### config.mk
export PLATFORM = sky130hd
export DESIGN_NAME = pattern_scan_engine
export DESIGN_NICKNAME = d
export VERILOG_FILES = /design/src/rtl/pattern_scan_engine.sv
export SDC_FILE = /design/constraint.sdc
export NUM_CORES = 1
export LEC_CHECK = 0
export CORE_MARGIN = 5
export CORE_UTILIZATION = 40
export CTS_CLUSTER_DIAMETER = 60
export DETAILED_ROUTE_END_ITERATION = 12
export PLACE_DENSITY_LB_ADDON = 0.08
export SLEW_MARGIN = 20
export SYNTH_ARGS = -nofsm -noshare
export SYNTH_HDL_FRONTEND = slang
export SYNTH_SLANG_ARGS = --single-unit
### constraint.sdc
create_clock -name clk -period 10 [get_ports clk]
set_input_delay 2 -clock clk [delete_from_list [all_inputs] [get_ports clk]]
set_output_delay 2 -clock clk [all_outputs]
set_load 0.05 [all_outputs]
### src/rtl/pattern_scan_engine.sv
// pattern_scan_engine: counts 5-bit pattern matches (within-byte, per-byte, whole-string) in a memory-resident bit string
module pattern_scan_engine #(
  parameter int NUM_BYTES = 32,
  parameter int BASE_ADDR = 0,
  parameter int PAT_ADDR  = 32,
  parameter int RES_ADDR  = 33,
  parameter int AW        = 8
) (
  input  logic          clk,
  input  logic          reset,
  input  logic          start,
  output logic          done,
  output logic [AW-1:0] mem_addr,
  input  logic [7:0]    mem_rd_data,
  output logic          mem_wr_en,
  output logic [7:0]    mem_wr_data
);
  localparam int IW = $clog2(NUM_BYTES + 1);
  localparam logic [2:0] S_IDLE = 3'd0, S_LDPAT = 3'd1, S_SCAN = 3'd2, S_WR0 = 3'd3,
                         S_WR1 = 3'd4, S_WR2 = 3'd5, S_DONE = 3'd6;
  logic [2:0] state_q, state_d;
  logic [4:0] pat_q, pat_d;
  logic [7:0] prev_q, prev_d, ctb_q, ctb_d, cto_q, cto_d, cts_q, cts_d;
  logic [IW-1:0] idx_q, idx_d;
  logic [11:0] w;
  logic [2:0] m, x;
  logic [3:0] s;
  function automatic logic [7:0] sat(input logic [7:0] a, input logic [3:0] b);
    logic [8:0] t;
    t = {1'b0, a} + {5'b0, b};
    return t[8] ? 8'hFF : t[7:0];
  endfunction
  // k=0..3 of w lie inside the current byte, k=4..7 straddle into the previous one
  always_comb begin
    w = {prev_q[3:0], mem_rd_data};
    m = '0;
    x = '0;
    for (int k = 0; k < 4; k++) m = m + 3'(w[k+:5] == pat_q);
    for (int k = 4; k < 8; k++) x = x + 3'(w[k+:5] == pat_q);
    s = (idx_q == '0) ? {1'b0, m} : {1'b0, m} + {1'b0, x};
  end
  always_comb begin
    state_d = state_q;
    pat_d = pat_q;
    prev_d = prev_q;
    ctb_d = ctb_q;
    cto_d = cto_q;
    cts_d = cts_q;
    idx_d = idx_q;
    case (state_q)
      S_IDLE, S_DONE: state_d = start ? S_LDPAT : state_q;
      S_LDPAT: begin
        pat_d = mem_rd_data[7:3];
        {prev_d, ctb_d, cto_d, cts_d, idx_d} = '0;
        state_d = S_SCAN;
      end
      S_SCAN: begin
        ctb_d = sat(ctb_q, {1'b0, m});
        cto_d = sat(cto_q, {3'b0, m != '0});
        cts_d = sat(cts_q, s);
        prev_d = mem_rd_data;
        idx_d = idx_q + 1'b1;
        state_d = (idx_q == IW'(NUM_BYTES - 1)) ? S_WR0 : S_SCAN;
      end
      S_WR0: state_d = S_WR1;
      S_WR1: state_d = S_WR2;
      S_WR2: state_d = S_DONE;
      default: state_d = S_IDLE;
    endcase
  end
  always_ff @(posedge clk) begin
    if (reset) begin
      state_q <= S_IDLE;
      {pat_q, prev_q, ctb_q, cto_q, cts_q, idx_q} <= '0;
    end else begin
      state_q <= state_d;
      pat_q <= pat_d;
      prev_q <= prev_d;
      ctb_q <= ctb_d;
      cto_q <= cto_d;
      cts_q <= cts_d;
      idx_q <= idx_d;
    end
  end
  always_comb begin
    done = state_q == S_DONE;
    mem_wr_en = state_q == S_WR0 || state_q == S_WR1 || state_q == S_WR2;
    mem_addr = state_q == S_LDPAT ? AW'(PAT_ADDR) :
               state_q == S_SCAN  ? AW'(BASE_ADDR) + AW'(idx_q) :
               state_q == S_WR0   ? AW'(RES_ADDR) :
               state_q == S_WR1   ? AW'(RES_ADDR + 1) :
               state_q == S_WR2   ? AW'(RES_ADDR + 2) : '0;
    mem_wr_data = state_q == S_WR0 ? ctb_q :
                  state_q == S_WR1 ? cto_q :
                  state_q == S_WR2 ? cts_q : 8'h00;
  end
endmodule

==> summary.md, run 1 <==
| Metric | Value |
|---|---|
| Status | completed |
| CTS Hold Bufs | 0 |
| Final Max Slew Viols | 0 |
| Vias in the first global route | 2676 |
| Worst endpoint required time | roughly 10000 ps |
| Number of H-tree levels | 2 |
| Endpoints failing setup | 0 |
| Total Power | roughly 0.39 mW |
| Synth Cell Area | 0.00314 mm2 |
| Critical-path top delay cell | clkdlybuf4s50_1 |
| Worst vdd ir | between 0.00007 and 0.00008 V |
| Layout cell share with drive strength beyond 1 | 4.46% |
| Residual DRC | 0 |
| Initial DRT Pass Iterations | 4 |
| Main combinational cell family by area after synthesis | simple AND/OR/NAND/NOR gates |
| Die width | about 100 um |
| IO buf count | 26 |
| Total die area | slightly below 0.01 mm2 |
| Top FF cell, synth | dfxtp_1 |
| Synth top area share | a little over a quarter |
| Ports | 29 |
| Setup TNS | 0 ps |
| Flop and latch count out of synthesis | 42 |
| GRT Overall Usage | around 16% |
| Category of the critical setup timing path | primary input to register |
| CTS tree | yes |
| Gpl congestion | approximately 0.84 |
| Initial core utilization | between 40% and 50% |
| Static Leakage | ~1.3 nW |
| Pwr/cell area | approximately 110 mW/mm2 |
| Vias per cell | roughly 5.5 |
| Final wirelength | 7940 um |
| Rel. slew slack | a little under two fifths |
| # fillers | 792 |
| Post-route minimum period | about 7000 ps |
| Slew @ Worst Pin | 943 ps |
| Final Hold Fails | 0 |
| CTS Root Buffer Type | clkbuf_8 |
| Clk_skew | ~4.8 ps |
| Critical path peak fanout | 6 |
| CP startpoint kind | primary input |
| Initial DRC Count | ~120 |
| Core area | around 0.0077 mm2 |
| Post-CTS setup buffers | 0 |
| Post-synthesis cell count | 396 |
| DP Area | roughly 0.0034 mm2 |
| Synth area leader | dfxtp_1 |
| Crit path DAT | approximately 7000 ps |
| Later-pin clock latency in the skew report | about 290 ps |
| Synth Area in Adders | around a tenth |
| Mux cell area share after synthesis | under 10% |
| Chip height | ~99 um |
| Design area | approximately 0.0035 mm2 |
| Detailed Place HPWL | 5640 um |
| Min Hold Slack | between 500 and 600 ps |
| Post-synth EDFFs | 0 |
| Xor and xnor area share after synthesis | 11.7% |
| Post_cts resized | 0 |
| Syn_area_per_cell | just under 8 um2 |
| Seq pwr share | between 40 and 50% |
| Synth unique cells | 48 |
| Worst-case clock buffer depth | 2 |
| TritonCTS buffer count | 5 |
| Compound-Gate Fraction of Synth Area | around a fifth |
| Cell row count | 32 |
| Final ANT Viol Nets | 0 |
| Max Fclk | 0.144 GHz |
| CP most frequent cell | fa_1 |
| Clk pwr share | 29.7% |
| NetSw | 0.131 mW |
| RSZ-0062 raised after global routing | no |
| Area growth from synthesis to layout | 12.5% |
| Wirelength per Cell | between 15 and 20 um |
| Antenna fix cells | 0 |
| Placed Cells | 498 |
| Internal power | between 0.2 and 0.3 mW |
| Vias post-DR | 2802 |
| Final Net Count | 436 |
| Final cell count without fillers | between 500 and 600 |
| Hold Crit Class | register to register |
| Dominant cells by area after synthesis | dfxtp_1 (27%), ha_1 (6.4%), xnor2_1 (5.9%) |
| Worst-path clk slew | about 90 ps |
| YS warnings | 0 |
| Clk sinks | 42 |
| Simple-gate share of the synthesized area | 22.9% |
| Logic gate share of total power | 23.4% |
| Initial antenna violation count | 0 |
| Crit. End Element | register |
| First-pass GRT wire length | between 10000 and 15000 um |
| CP cell instances | clkdlybuf4s50_1 -> xor2_1 -> nor3_1 -> nand3_1 -> fa_1 -> inv_1 -> ha_1 -> fa_1 -> fa_1 -> inv_1 -> fa_1 -> mux2i_1 -> inv_1 -> fa_1 -> nand2b_1 -> a21oi_1 -> nor4bb_1 -> nor3_1 |
| Sw Share | approximately a third |
| Max Cap Viol | 0 |
| FFs w/ async S/R, synth | 0% |
| Sequential share of the synthesized area | about 27% |
| Period utilization | 69.7% |
| Largest net degree at the start of global routing | 42 |
| Critical path's largest stage delay | roughly 570 ps |
| GRT overflow | 0 |
==> power by group through the flow <==
stage / Sequential [mW] / Combinational [mW] / Clock (mW)
2_1_floorplan: 0.178 / 0.0783 / 0
3_3_place_gp: 0.190 / 0.0928 / 0
3_5_place_dp: 0.189 / 0.0930 / 0
4_1_cts: 0.185 / 0.0936 / 0.123
5_1_grt: 0.187 / 0.104 / 0.130
6_report: 0.185 / 0.0922 / 0.117
==> placed cells by master (no fill, tap or decap), types with 4 or more instances in the layout <==
master | netlist | layout
a211oi_1 | 4 | 4
nor2_1 | 28 | 28
clkdlybuf4s50_1 | 0 | 26
a21oi_1 | 34 | 34
o211ai_1 | 4 | 4
and2_1 | 5 | 5
ha_1 | 16 | 16
dfxtp_1 | 42 | 42
nand4_1 | 4 | 4
fa_1 | 6 | 6
a31oi_1 | 6 | 6
inv_1 | 16 | 16
nand3b_1 | 7 | 7
xnor2_1 | 21 | 21
nor3_1 | 14 | 14
nand2b_1 | 5 | 5
clkbuf_8 | 0 | 6
o21ai_0 | 11 | 11
nand2_1 | 31 | 31
xor2_1 | 21 | 21
a22oi_1 | 12 | 12
nor2b_1 | 4 | 4
or3_1 | 4 | 4
nor3b_1 | 6 | 5
nand3_1 | 15 | 15
buf_4 | 2 | 4
a22o_1 | 14 | 14
==> path summary, 6_finish.rpt <==
kind	cells past startpoint	start	slack, ps	end
worst max-delay path	18	mem_rd_data[3]	3030	cts_q[6]
worst min-delay path	2	idx_q[5]	520	idx_q[5]
worst max register to register	17	pat_q[1]	4760	cts_q[6]
worst min register to register	2	idx_q[5]	520	idx_q[5]
==> cell usage after synthesis (2+ instances only) <==
library cell and count:
o21a_1 2, nand3_1 15, nand4_1 4, and2_1 5, or3_1 4, xor2_1 21
fa_1 6, nor4_1 3, clkbuf_1 18, o311ai_0 3, a31oi_1 6, buf_2 5
a21oi_1 34, a211o_1 3, nand2b_1 5, nand2_1 31, mux2_2 2, nor3_1 14
and3_1 3, xnor2_1 21, and4_1 3, ha_1 16, o21bai_1 2, nor3b_1 6
buf_4 2, inv_1 16, dfxtp_1 42, nand3b_1 7, o211ai_1 4, nor2_1 28
or2_2 2, buf_1 6, nor2b_1 4, a41oi_1 2, a22o_1 14, o21ai_0 11
a22oi_1 12, a211oi_1 4
==> worst max-delay path, delay by kind of cell <==
kind                       cells  cell delay (ps)
adders and majority gates      6             2650
and+or+nand+nor                5              970
buffers and inverters          4              780
AOI/OAI and AO/OA              1              320
xor gates and xnor gates       1              230
muxes                          1              200
==> flip-flops by register name, summed over array words and instances (netlist names) <==
| name | count |
|---|---|
| ctb_q | 8 |
| cto_q | 8 |
| cts_q | 8 |
| idx_q | 6 |
| pat_q | 5 |
| prev_q | 4 |
| state_q | 3 |
==> final cells by class <==
cell class	instances	area (um2)	share of cell area, %
Clock buffer	6	82.6	2.34
Clock inverter	2	12.5	0.355
Inverter	16	60.1	1.70
Multi-Input combinational cell	308	2110	59.9
Sequential cell	42	841	23.8
Tap cell	102	128	3.62
Timing Repair Buffer	30	290	8.23
==> layer usage <==
layer | global-route usage (%) | share of wire [%] | vias to the layer above
li1 | - | - | 1416
met1 | 23.0 | 50 | 1327
met2 | 25.5 | 44 | 52
met3 | 3.11 | 4.3 | 7
met4 | 5.04 | 1.2 | 0
met5 | 0 | 0 | -
==> logic make-up after synthesis <==
group | Yosys count
flops | 42
buf+inv | 47
other cells | 1
simple gates | 139
xor+xnor | 42
fa+ha+maj | 22
compound gates | 100
mux | 3
==> stage by stage <==
step / utilization [%] / worst slack [ps]
floorplan: - / 3560
global placement: 44.7 / 2900
detailed placement: 44.7 / 2690
CTS: 45.9 / 3030
global route: 45.9 / 2750
finish: 45.9 / 3030
Note: power is estimated with default switching activity, not from simulation.
==> run 2, diff against run 1 <==
==> constraint.sdc (replaced) <==
create_clock -name clk -period 5.95 [get_ports clk]
set_input_delay 1.19 -clock clk [delete_from_list [all_inputs] [get_ports clk]]
set_output_delay 1.19 -clock clk [all_outputs]
set_load 0.05 [all_outputs]
==> summary.md, run 2 (synthesis gave the netlist of run 1 again) <==
| Metric | Value |
|---|---|
| Post-route minimum period | ~5600 ps |
| Number of H-tree levels | 2 |
| End-of-flow core utilization | approximately half |
| CTS tree | yes |
| Most frequent cells in the layout | dfxtp_1 (42), a21oi_1 (33), nand2_1 (30) |
| Slew @ Worst Pin | about 950 ps |
| Top Usage Layer GRT | met1 |
| Endpoints failing setup | 0 |
| Gpl congestion | ~0.80 |
| Chip height | about 100 um |
| Core area | 0.00769 mm2 |
| Layout cell share with drive strength beyond 1 | under 10% |
| Hold Crit Class | register to register |
| Final wirelength | about 8000 um |
| Final Max Slew Viols | 0 |
| Period utilization | between 90 and 100% |
| Detailed Place HPWL | around 5700 um |
| CTS Root Buffer Type | clkbuf_8 |
| Final cell count without fillers | between 500 and 600 |
| Worst vdd ir | 0.000114 V |
| Vias in the first global route | 2674 |
| Ports | 29 |
| Post_cts resized | 0 |
| Critical path peak fanout | 3 |
| IO buf count | 26 |
| GRT overflow | 0 |
| Worst-path clk slew | 90 ps |
| M1 GR Usage | around a quarter |
| Worst endpoint required time | 6180 ps |
| Total Power | roughly 0.76 mW |
| Category of the critical setup timing path | primary input to register |
| Rel. slew slack | between 30% and 40% |
| Cell row count | 32 |
| Total die area | around 0.0097 mm2 |
| Hold Startpoint | idx_q[5] |
| Met2 global-route usage | approximately a quarter |
| Antenna fix cells | 0 |
| Clk_skew | about 6.5 ps |
| Reg2reg start | pat_q[1] |
| RSZ-0062 raised after global routing | no |
| Pre-CTS WS | -257 ps |
| Global Route met3 Usage | under 10% |
| Final Net Count | 448 |
| Final Hold Fails | 0 |
| Clk sinks | 42 |
| First-pass GRT wire length | roughly 14000 um |
| Pwr/cell area | 204 mW/mm2 |
| Status | completed |
| CP startpoint kind | primary input |
| Die width | roughly 99 um |
| Static Leakage | approximately 1.4 nW |
| Wirelength per Cell | between 15 and 20 um |
| Setup slack after layout | between 300 and 400 ps |
| Post-CTS setup buffers | 0 |
| Vias per cell | roughly 5.5 |
| Commonest non-fill, non-tap cell in the layout | dfxtp_1 |
| Crit. End Element | register |
| Vias post-DR | ~2800 |
| Area growth from synthesis to layout | 18.5% |
| Design area | between 0.003 and 0.004 mm2 |
| Final ANT Viol Nets | 0 |
| TritonCTS buffer count | 5 |
| Worst-case clock buffer depth | 2 |
| GRT Overall Usage | approximately 17% |
| DP Area | between 0.003 and 0.004 mm2 |
| Min Hold Slack | about 520 ps |
| Placed Cells | between 500 and 600 |
| CTS Hold Bufs | 0 |
| Largest net degree at the start of global routing | 42 |
| Setup TNS | 0 ps |
| Biggest regs | ctb_q x8, cto_q x8, cts_q x8 |
| Worst Setup SP | mem_rd_data[1] |
| Later-pin clock latency in the skew report | roughly 300 ps |
| Initial DRT Pass Iterations | 4 |
| Max Fclk | 0.179 GHz |
| Initial DRC Count | ~120 |
| Initial antenna violation count | 0 |
| Initial core utilization | about two fifths |
| Max Cap Viol | 0 |
| Residual DRC | 0 |
| Crit path DAT | a little under 6000 ps |
run 2: cell count changes in the layout (fill, tap and decap cells not counted), sizes merged:
cell           delta
clkinv            -1
clkdlybuf4s50     -2
buf              +12
dlymetal6s2s      +2
clkinvlp          -1
bufinv            +2
run 2: final timing paths:
path	slack [ps]	cells past startpoint	endpoint
worst max-delay path	350	19	cts_q[5]
worst min-delay path	520	2	idx_q[5]
worst max register to register	1110	18	cts_q[5]
worst min register to register	520	2	idx_q[5]
run 2: area by class of cell:
class | count | area, um2
Clock inverter | 2 | 60.1
Sequential cell | 42 | 841
Multi-Input combinational cell | 308 | 2160
Clock buffer | 6 | 82.6
Tap cell | 102 | 128
Inverter | 16 | 60.1
Timing Repair Buffer | 42 | 385
Fill cell | 785 | 3970
run 2: power by group:
part           total, mW  switching, mW  internal [mW]  leakage (nW)
clock network      0.285          0.106          0.179        0.0714
registers          0.312         0.0236          0.288         0.339
logic              0.161         0.0939         0.0668         0.998
total              0.757          0.223          0.534          1.41
run 2: worst max-delay path, cell delays in order:
cell	delay, ps
clkdlybuf4s50_1	460
xor2_1	160
nor3_1	210
nand3_1	120
fa_1	550
inv_1	40
ha_1	320
fa_1	480
fa_1	450
inv_1	80
fa_1	400
mux2i_1	170
buf_4	130
ha_1	210
a211oi_1	190
buf_4	160
o21bai_1	110
a211o_1	310
o211ai_1	80
run 2: routing by layer:
metal / wire length, um / share of wire, %
met1: 4130 / 51
met2: 3640 / 45
met3: 202 / 2.5
met4: 49 / 0.61
met5: 0 / 0
==> run 3, diff against run 2 <==
--- a/config.mk
+++ b/config.mk
@@ -10,7 +10,7 @@
 export CTS_CLUSTER_DIAMETER = 60
 export DETAILED_ROUTE_END_ITERATION = 12
 export PLACE_DENSITY_LB_ADDON = 0.08
-export SLEW_MARGIN = 20
+export SLEW_MARGIN = 30
 export SYNTH_ARGS = -nofsm -noshare
 export SYNTH_HDL_FRONTEND = slang
 export SYNTH_SLANG_ARGS = --single-unit
==> summary.md, run 3 (synthesis gave the netlist of run 1 again) <==
| Metric | Value |
|---|---|
| Post-CTS setup buffers | 0 |
| Slew @ Worst Pin | between 800 and 900 ps |
| DP Area | about 0.0035 mm2 |
| Vias in the first global route | ~2700 |
| Max Fclk | around 0.18 GHz |
| Critical path peak fanout | 3 |
| Antenna fix cells | 0 |
| Static Leakage | about 1.4 nW |
| Crit path DAT | between 5000 and 6000 ps |
| Worst-case clock buffer depth | 2 |
| Commonest non-fill, non-tap cell in the layout | dfxtp_1 |
| Worst vdd ir | ~0.00011 V |
| Max Cap Viol | 0 |
| Worst-path clk slew | 90 ps |
| Largest net degree at the start of global routing | 42 |
| Total die area | between 0.009 and 0.01 mm2 |
| Residual DRC | 0 |
| Setup slack after layout | 349 ps |
| Post_cts resized | 0 |
| GRT Overall Usage | between 10% and 20% |
| Hold Crit Class | register to register |
| Initial DRT Pass Iterations | 4 |
| Wirelength per Cell | 15.5 um |
| CP cell instances | clkdlybuf4s50_1 -> xor2_1 -> nor3_1 -> nand3_1 -> fa_1 -> inv_1 -> ha_1 -> fa_1 -> fa_1 -> inv_1 -> fa_1 -> mux2i_1 -> buf_4 -> ha_1 -> a211oi_1 -> buf_4 -> o21bai_1 -> a211o_1 -> o211ai_1 |
| Crit. End Element | register |
| Core area | between 0.007 and 0.008 mm2 |
| CTS Hold Bufs | 0 |
| Clk_skew | between 6 and 7 ps |
| Critical path's largest stage delay | roughly 550 ps |
| Endpoints failing setup | 0 |
| Initial DRC Count | between 100 and 150 |
| Most frequent cells in the layout | dfxtp_1 (42), a21oi_1 (33), nand2_1 (30) |
| Gpl congestion | between 0.7 and 0.8 |
| CP most frequent cell | fa_1 |
| Later-pin clock latency in the skew report | around 300 ps |
| Critical-path top delay cell | fa_1 |
| Rel. slew slack | roughly 45% |
| Cell row count | 32 |
| Initial core utilization | about 40% |
| Area growth from synthesis to layout | 18.6% |
| Worst endpoint required time | approximately 6200 ps |
| Period utilization | a little over nine tenths |
| Layout cell share with drive strength beyond 1 | just under 9% |
| Initial antenna violation count | 0 |
| Chip height | about 100 um |
| Design area | roughly 0.0037 mm2 |
| Detailed Place HPWL | around 5700 um |
| End-of-flow core utilization | 48.4% |
| IO buf count | 26 |
| TritonCTS buffer count | 5 |
| CTS tree | yes |
| CTS Root Buffer Type | clkbuf_8 |
| Final Net Count | roughly 450 |
| Final Max Slew Viols | 0 |
| Category of the critical setup timing path | primary input to register |
| Final ANT Viol Nets | 0 |
| Vias post-DR | between 2000 and 3000 |
| RSZ-0062 raised after global routing | no |
| Die width | ~99 um |
| First-pass GRT wire length | about 14000 um |
| Final Hold Fails | 0 |
| GRT overflow | 0 |
| Setup TNS | 0 ps |
| Biggest regs | ctb_q x8, cto_q x8, cts_q x8 |
| Clk sinks | 42 |
| Post-route minimum period | 5600 ps |
| Pre-CTS WS | -257 ps |
| Min Hold Slack | roughly 520 ps |
| Final wirelength | around 8000 um |
| Vias per cell | approximately 5.5 |
| Pwr/cell area | just over 200 mW/mm2 |
| Status | completed |
| Ports | 29 |
| Number of H-tree levels | 2 |
| CP startpoint kind | primary input |
## run 3: area by class of cell
cell class / count / area (um2)
Clock inverter: 2 / 60.1
Clock buffer: 6 / 82.6
Fill cell: 784 / 3970
Multi-Input combinational cell: 308 / 2160
Sequential cell: 42 / 841
Inverter: 16 / 60.1
Tap cell: 102 / 128
Timing Repair Buffer: 42 / 385
## run 3: worst paths after layout
path	endpoint	start	slack [ps]	cells after the start
hold / removal	idx_q[5]	idx_q[5]	520	2
setup reg to reg	cts_q[5]	pat_q[1]	1110	18
setup / recovery	cts_q[5]	mem_rd_data[1]	350	19
hold reg to reg	idx_q[5]	idx_q[5]	520	2
## run 3: critical path: cells and delay by family
family | cells | cell delay [ps]
compound gates | 4 | 690
xor+xnor | 1 | 160
fa+ha+maj | 6 | 2410
buf+inv | 5 | 870
mux | 1 | 170
simple gates | 2 | 330
## run 3: layer usage
metal / vias up / global-route usage, % / wire length, um
li1: 1433 / - / -
met1: 1366 / 26.0 / 4120
met2: 43 / 25.5 / 3650
met3: 4 / 2.34 / 211
met4: 0 / 3.26 / 51
met5: - / 0 / 0
## run 3: power breakdown
part / leakage [nW] / switching [mW] / total (mW) / internal, mW
clock network: 0.0714 / 0.106 / 0.285 / 0.179
logic: 0.998 / 0.0937 / 0.161 / 0.0670
registers: 0.339 / 0.0235 / 0.312 / 0.288
## run 3: stage by stage
step / power, mW / std cells
2_1_floorplan: 0.430 / 397
3_3_place_gp: 0.478 / 510
3_5_place_dp: 0.479 / 510
4_1_cts: 0.765 / 518
5_1_grt: 0.800 / 518
6_report: 0.758 / 518
